$ cat src/rtl/mem_port_arbiter_if.sv
// mem_port_arbiter_if: requester-side and memory-side signals of the
// two-port memory arbiter. The arbiter connects through the slave modport.
// The master modport is the view from the requesters and the memory.
interface mem_port_arbiter_if #(
    parameter int DataWidth = 16,
    parameter int AddrWidth = 8
);
    logic                 Req0, Req1;
    logic                 Wr0, Wr1;
    logic [AddrWidth-1:0] Addr0, Addr1;
    logic [DataWidth-1:0] WData0, WData1;
    logic                 Gnt0, Gnt1;
    logic                 Ack0, Ack1;
    logic [DataWidth-1:0] RData0, RData1;
    logic                 MEM_En;
    logic                 MEM_Wr;
    logic [AddrWidth-1:0] MEM_Addr;
    logic [DataWidth-1:0] MEM_WData;
    logic [DataWidth-1:0] MEM_RData;
    logic                 Busy;

    modport slave (
        input  Req0, Req1, Wr0, Wr1, Addr0, Addr1, WData0, WData1, MEM_RData,
        output Gnt0, Gnt1, Ack0, Ack1, RData0, RData1,
        output MEM_En, MEM_Wr, MEM_Addr, MEM_WData, Busy
    );

    modport master (
        output Req0, Req1, Wr0, Wr1, Addr0, Addr1, WData0, WData1, MEM_RData,
        input  Gnt0, Gnt1, Ack0, Ack1, RData0, RData1,
        input  MEM_En, MEM_Wr, MEM_Addr, MEM_WData, Busy
    );
endinterface

$ cat src/rtl/mem_port_arbiter.sv
// mem_port_arbiter: shares one synchronous memory between port 0 (CPU
// sequencer) and port 1 (loader/debug). Each won command is registered,
// drives one memory access cycle, and is acknowledged one cycle later.
// Default arbitration: port 0 priority, limited to BurstMax consecutive
// grants while port 1 waits. Define MEM_ARB_RR_EN for strict round-robin
// between the ports when both request (burst counter removed).
module mem_port_arbiter #(
    parameter int DataWidth = 16,
    parameter int AddrWidth = 8,
    parameter int BurstMax  = 4
) (
    input  logic Clk,
    input  logic Reset,
    mem_port_arbiter_if.slave bus
);

    localparam logic [1:0] S_Idle   = 2'd0;
    localparam logic [1:0] S_Access = 2'd1;
    localparam logic [1:0] S_Resp   = 2'd2;

    logic [1:0]           state;
    logic                 last_owner;
    logic                 owner;
    logic                 win_valid;
    logic                 win_port;
    logic                 win_wr;
    logic [AddrWidth-1:0] win_addr;
    logic [DataWidth-1:0] win_wdata;
`ifndef MEM_ARB_RR_EN
    localparam logic [3:0] BurstLim = 4'(BurstMax);
    logic [3:0]           burst_cnt;
    logic [3:0]           burst_next;
`endif

    // Pick the winner from the sampled requests and mux its command.
    always_comb begin
        win_valid = bus.Req0 | bus.Req1;
        win_port  = bus.Req1;
        if (bus.Req0 && bus.Req1) begin
`ifdef MEM_ARB_RR_EN
            win_port = ~last_owner;
`else
            win_port = (!last_owner && (burst_cnt == BurstLim));
`endif
        end
        win_wr    = win_port ? bus.Wr1    : bus.Wr0;
        win_addr  = win_port ? bus.Addr1  : bus.Addr0;
        win_wdata = win_port ? bus.WData1 : bus.WData0;
`ifndef MEM_ARB_RR_EN
        if (win_port != last_owner)
            burst_next = 4'd1;
        else if (burst_cnt == BurstLim)
            burst_next = burst_cnt;
        else
            burst_next = burst_cnt + 4'd1;
`endif
    end

    // Arbiter state machine; every output is registered here.
    always_ff @(posedge Clk) begin
        if (!Reset) begin
            state         <= S_Idle;
            last_owner    <= 1'b1;
            owner         <= 1'b0;
`ifndef MEM_ARB_RR_EN
            burst_cnt     <= '0;
`endif
            bus.MEM_En    <= 1'b1;
            bus.MEM_Wr    <= 1'b1;
            bus.MEM_Addr  <= '0;
            bus.MEM_WData <= '0;
            bus.Gnt0      <= 1'b0;
            bus.Gnt1      <= 1'b0;
            bus.Ack0      <= 1'b0;
            bus.Ack1      <= 1'b0;
            bus.RData0    <= '0;
            bus.RData1    <= '0;
            bus.Busy      <= 1'b0;
        end else begin
            bus.Gnt0 <= 1'b0;
            bus.Gnt1 <= 1'b0;
            bus.Ack0 <= 1'b0;
            bus.Ack1 <= 1'b0;
            if (state == S_Access) begin
                // Access cycle ends: release memory, acknowledge the owner.
                state      <= S_Resp;
                bus.MEM_En <= 1'b1;
                bus.Busy   <= 1'b1;
                if (owner) bus.Ack1 <= 1'b1;
                else       bus.Ack0 <= 1'b1;
                if (bus.MEM_Wr) begin
                    if (owner) bus.RData1 <= bus.MEM_RData;
                    else       bus.RData0 <= bus.MEM_RData;
                end
            end else if (win_valid) begin
                // Idle or Resp with a request: start the next access.
                state         <= S_Access;
                bus.MEM_En    <= 1'b0;
                bus.MEM_Wr    <= win_wr;
                bus.MEM_Addr  <= win_addr;
                bus.MEM_WData <= win_wdata;
                bus.Busy      <= 1'b1;
                owner         <= win_port;
                last_owner    <= win_port;
`ifndef MEM_ARB_RR_EN
                burst_cnt     <= burst_next;
`endif
                if (win_port) bus.Gnt1 <= 1'b1;
                else          bus.Gnt0 <= 1'b1;
            end else begin
                state      <= S_Idle;
                bus.MEM_En <= 1'b1;
                bus.Busy   <= 1'b0;
`ifndef MEM_ARB_RR_EN
                burst_cnt  <= '0;
`endif
            end
        end
    end

endmodule
$ cat src/flat_wrapper.sv
// flat-port wrapper written by rule: the top's interface ports become plain ports
module mem_port_arbiter_flat 
#(
    parameter int DataWidth = 16,
    parameter int AddrWidth = 8,
    parameter int BurstMax  = 4
)
  (Clk, Reset, bus_Req0, bus_Req1, bus_Wr0, bus_Wr1, bus_Addr0, bus_Addr1, bus_WData0, bus_WData1, bus_MEM_RData, bus_Gnt0, bus_Gnt1, bus_Ack0, bus_Ack1, bus_RData0, bus_RData1, bus_MEM_En, bus_MEM_Wr, bus_MEM_Addr, bus_MEM_WData, bus_Busy);
  mem_port_arbiter_if #(.DataWidth(DataWidth), .AddrWidth(AddrWidth)) bus_i ();
  input  logic Clk;
  input  logic Reset;
  input wire logic [$bits(bus_i.Req0)-1:0] bus_Req0;
  input wire logic [$bits(bus_i.Req1)-1:0] bus_Req1;
  input wire logic [$bits(bus_i.Wr0)-1:0] bus_Wr0;
  input wire logic [$bits(bus_i.Wr1)-1:0] bus_Wr1;
  input wire logic [$bits(bus_i.Addr0)-1:0] bus_Addr0;
  input wire logic [$bits(bus_i.Addr1)-1:0] bus_Addr1;
  input wire logic [$bits(bus_i.WData0)-1:0] bus_WData0;
  input wire logic [$bits(bus_i.WData1)-1:0] bus_WData1;
  input wire logic [$bits(bus_i.MEM_RData)-1:0] bus_MEM_RData;
  output wire logic [$bits(bus_i.Gnt0)-1:0] bus_Gnt0;
  output wire logic [$bits(bus_i.Gnt1)-1:0] bus_Gnt1;
  output wire logic [$bits(bus_i.Ack0)-1:0] bus_Ack0;
  output wire logic [$bits(bus_i.Ack1)-1:0] bus_Ack1;
  output wire logic [$bits(bus_i.RData0)-1:0] bus_RData0;
  output wire logic [$bits(bus_i.RData1)-1:0] bus_RData1;
  output wire logic [$bits(bus_i.MEM_En)-1:0] bus_MEM_En;
  output wire logic [$bits(bus_i.MEM_Wr)-1:0] bus_MEM_Wr;
  output wire logic [$bits(bus_i.MEM_Addr)-1:0] bus_MEM_Addr;
  output wire logic [$bits(bus_i.MEM_WData)-1:0] bus_MEM_WData;
  output wire logic [$bits(bus_i.Busy)-1:0] bus_Busy;
  assign bus_i.Req0 = bus_Req0;
  assign bus_i.Req1 = bus_Req1;
  assign bus_i.Wr0 = bus_Wr0;
  assign bus_i.Wr1 = bus_Wr1;
  assign bus_i.Addr0 = bus_Addr0;
  assign bus_i.Addr1 = bus_Addr1;
  assign bus_i.WData0 = bus_WData0;
  assign bus_i.WData1 = bus_WData1;
  assign bus_i.MEM_RData = bus_MEM_RData;
  assign bus_Gnt0 = bus_i.Gnt0;
  assign bus_Gnt1 = bus_i.Gnt1;
  assign bus_Ack0 = bus_i.Ack0;
  assign bus_Ack1 = bus_i.Ack1;
  assign bus_RData0 = bus_i.RData0;
  assign bus_RData1 = bus_i.RData1;
  assign bus_MEM_En = bus_i.MEM_En;
  assign bus_MEM_Wr = bus_i.MEM_Wr;
  assign bus_MEM_Addr = bus_i.MEM_Addr;
  assign bus_MEM_WData = bus_i.MEM_WData;
  assign bus_Busy = bus_i.Busy;
  mem_port_arbiter #(.DataWidth(DataWidth), .AddrWidth(AddrWidth), .BurstMax(BurstMax)) u_core (.Clk(Clk), .Reset(Reset), .bus(bus_i));
endmodule
$ cat config.mk
export PLATFORM = sky130hd
export DESIGN_NAME = mem_port_arbiter_flat
export DESIGN_NICKNAME = d
export VERILOG_FILES = /design/src/rtl/mem_port_arbiter_if.sv /design/src/rtl/mem_port_arbiter.sv /design/src/flat_wrapper.sv
export SDC_FILE = /design/constraint.sdc
export NUM_CORES = 1
export LEC_CHECK = 0
export ABC_AREA = 0
export ABC_CLOCK_PERIOD_IN_PS = 2230
export BUFFER_PORTS_ARGS = -buffer_cell sky130_fd_sc_hd__buf_2
export CORE_AREA = 2 2 82 84
export CTS_BUF_LIST = sky130_fd_sc_hd__clkbuf_16
export CTS_CLUSTER_SIZE = 28
export DETAILED_ROUTE_END_ITERATION = 16
export DIE_AREA = 0 0 84 86
export GPL_TIMING_DRIVEN = 0
export PLACE_DENSITY = 0.81
export SLEW_MARGIN = 20
export SYNTH_ARGS = -nofsm -noshare
export SYNTH_HDL_FRONTEND = slang
export SYNTH_SLANG_ARGS = --single-unit
$ cat constraint.sdc
create_clock -name Clk -period 2.23 [get_ports Clk]
set_input_delay 0.3345 -clock Clk [delete_from_list [all_inputs] [get_ports Clk]]
set_output_delay 0.3345 -clock Clk [all_outputs]
set_load 0.01 [all_outputs]
==> results_dict.tcl <==
set metrics [dict create \
    run_status "complete, no violations" \
    post_cts_buffers 0 \
    yosys-top-cells-count "nand2_1, dfxtp_1, a21oi_1" \
    pwr-share-seq 0.394 \
    fin_util 0.6245 \
    initial_core_util 0.4471 \
    cp-end-kind "flip-flop" \
    start_kind "flip-flop" \
    tritoncts "built" \
    use_met1 0.2463 \
    worstRegToRegCells 7 \
    critPathCapture "u_core.bus.MEM_WData[6]" \
    grt_overflow 0 \
    num_rows 29 \
    drt_drc_violations_left 0 \
    setup-tns-final_ns 0 \
    clock-sinks 71 \
    track_usage 0.2235 \
    busiest_layer "met2" \
    synth-seq-cells 71 \
    coreArea_um2 6277 \
    synthesis.instances 354 \
    cts_hold_buf 0 \
    power.switching_uw 826.1 \
    p_sw_frac 0.2321 \
    area_growth_pct 39.68 \
    hp-class "input pin to flip-flop" \
    die_area_um2 7224 \
    grt_max_degree 13 \
    ir_drop_uv 550.8 \
    cell_internal_pwr_uw 2733 \
    htree_levels 3 \
    wl_per_cell_um 13.85 \
    cp-startpoint "u_core.burst_cnt[0]" \
    drt_iter0_markers 84 \
    io_buffers 131 \
    clock_path_buffers 2 \
    path_clk_slew_ns 0.06 \
    nets 568 \
    yosysMostFrequentCell "nand2_1" \
    synth_area_um2 2806 \
    drive_above_1_share 0.3253 \
    finalCritPeriodShare 0.8356 \
    fin_skew_ns 0.005575 \
    io_pins 133 \
    setup_viol 0 \
    ctsRootBufferMaster "clkbuf_16" \
    slew_viol_final 0 \
    met2_usage 0.4007 \
    reg2reg_slack_ns 0.37 \
    cts-resized-gates 0 \
    hpwl_mm 6.099 \
    combPwrFrac 0.123 \
    register_area_um2 1421 \
    powerDensity_nw_per_um2 907.9 \
    total_power_uw 3559 \
    r2r_start "u_core.burst_cnt[0]" \
    postRouteAntennaNets 0 \
    tightest_slew_ns 0.5124 \
    yosysTopAreaCellShare 0.5065 \
    finalHoldViolations 0 \
    first_pass_iters 4 \
    yosysUniqueCellTypes 37 \
    grtUsageMet3 0.06737 \
    grt_antenna_before_repair 0 \
    gp_congestion 0.9191 \
    insertion_delay_ns 0.33 \
    multi_input_area_um2 1241 \
    crit_type "flip-flop to flip-flop" \
    p_clk_frac 0.483 \
    wl_mm 8.004 \
    num_vias 3015 \
    die_h_um 86 \
    timing.final.crit_period_ns 1.863 \
    grt_pass1_wl_mm 12.83 \
    synthTopCellsByArea "dfxtp_1, nand2_1, a21oi_1, a31oi_1, o21ai_0" \
    max_cap_viol_count 0 \
    r2r_end "u_core.bus.MEM_WData[6]" \
    diodes 0 \
    synthArstFlopShare 0 \
    nFillCells 562 \
    leakage_uw 0.001836 \
    synth-edff-count 0 \
    ys.flop_type "dfxtp_1" \
    viasPerCell 5.216 \
    die_x_um 84 \
    grt_pass1_vias 2886 \
    relSlewSlack 0.6584 \
    cts_made_buffers 9 \
    syn_area_per_cell_um2 7.928 \
    cp.required_ns 2.49 \
    ys_warn_count 0 \
    rsz0062_at_grt "false" \
    critPathMaxFanout 10 \
    cp.arrival_ns 2.12 \
    synth_top_cell_by_area "dfxtp_1" \
    syn-num-nets 426 \
    yosysSeqAreaShare 0.5065 \
    fmax_mhz 536.7 \
]
[cells in the final DEF, fill, tap and decap left out, types with 2 or more instances in the layout]
cell / n
clkbuf_1: 10
clkbuf_16: 9
nand3_1: 6
nor2_1: 8
nand2b_1: 2
o21ai_0: 23
nor2b_1: 4
a22oi_1: 2
buf_2: 141
a21oi_1: 36
a31oi_1: 24
buf_4: 2
nand2_1: 118
buf_1: 3
o21ai_1: 4
ha_1: 2
nand3b_1: 3
inv_1: 5
and3_1: 2
dfxtp_1: 71
bufinv_16: 4
nor3_1: 3
[metrics by stage]
step	setup slack (ns)	hold WS [ns]	std cells	instance area (µm²)
2_1_floorplan	0.5486	0.4645	354	2806
3_3_place_gp	0.4472	0.4384	562	3558
3_5_place_dp	0.3699	0.4457	562	3558
4_1_cts	0.3666	0.2506	578	3920
5_1_grt	0.2356	0.2639	578	3920
6_report	0.3666	0.2567	578	3920
[worst max-delay path: stages, from the launching register on]
cell	delay (ns)
dfxtp_1	0.43
inv_1	0.09
ha_1	0.22
and4bb_1	0.22
o21ai_2	0.28
buf_2	0.28
nand2_1	0.09
a31oi_1	0.17
[worst min path at each step]
stage | startpoint | end | slack (ns) | depth (start not counted)
after floorplan | u_core.burst_cnt[1] | u_core.burst_cnt[1] | 0.46 | 2
after global placement | u_core.bus.RData1[8] | u_core.bus.RData1[8] | 0.44 | 2
after detailed placement | u_core.bus.RData0[10] | u_core.bus.RData0[10] | 0.45 | 2
after CTS | bus_MEM_RData[4] | u_core.bus.RData1[4] | 0.25 | 3
after global routing | bus_MEM_RData[0] | u_core.bus.RData1[0] | 0.26 | 3
final | bus_MEM_RData[4] | u_core.bus.RData1[4] | 0.26 | 3
[routing by layer]
layer  part of all wire  routed length [µm]
met4              0.018                 145
met2               0.49                3945
met1               0.40                3176
met5                  0                   0
met3              0.092                 736
[power by group through the flow]
| stage | logic (µW) | clock network, µW | registers [µW] |
|---|---|---|---|
| floorplan | 201 | 0 | 1460 |
| global placement | 429 | 0 | 1420 |
| detailed placement | 439 | 0 | 1430 |
| CTS | 441 | 1740 | 1400 |
| global route | 486 | 1800 | 1410 |
| finish | 436 | 1720 | 1400 |
[registers in the layout, summed over array words and instances, names as in the netlist, 2 cells and up]
signal                flops
u_core.bus.MEM_Addr       8
u_core.bus.RData1        16
u_core.bus.RData0        16
u_core.bus.MEM_WData     16
u_core.burst_cnt          4
u_core.state              2
[layout make-up]
| type | instances | share of cell area |
|---|---|---|
| multi-input combinational | 252 | 0.3166 |
| clock inverter | 7 | 0.03479 |
| sequential | 71 | 0.3626 |
| tap | 77 | 0.02458 |
| clock buffer | 9 | 0.05745 |
| inverter | 5 | 0.004788 |
| buffer | 26 | 0.03192 |
| timing repair buffer | 131 | 0.1673 |
[cells by family after synthesis]
kind of cell    Yosys count  synth area share
compound gates           96            0.1944
fa+ha+maj                 2          0.008915
buf+inv                  31           0.05127
flops                    71            0.5065
mux                       1          0.003567
simple gates            153            0.2354
No activity file was read; power rests on OpenSTA's default activity.
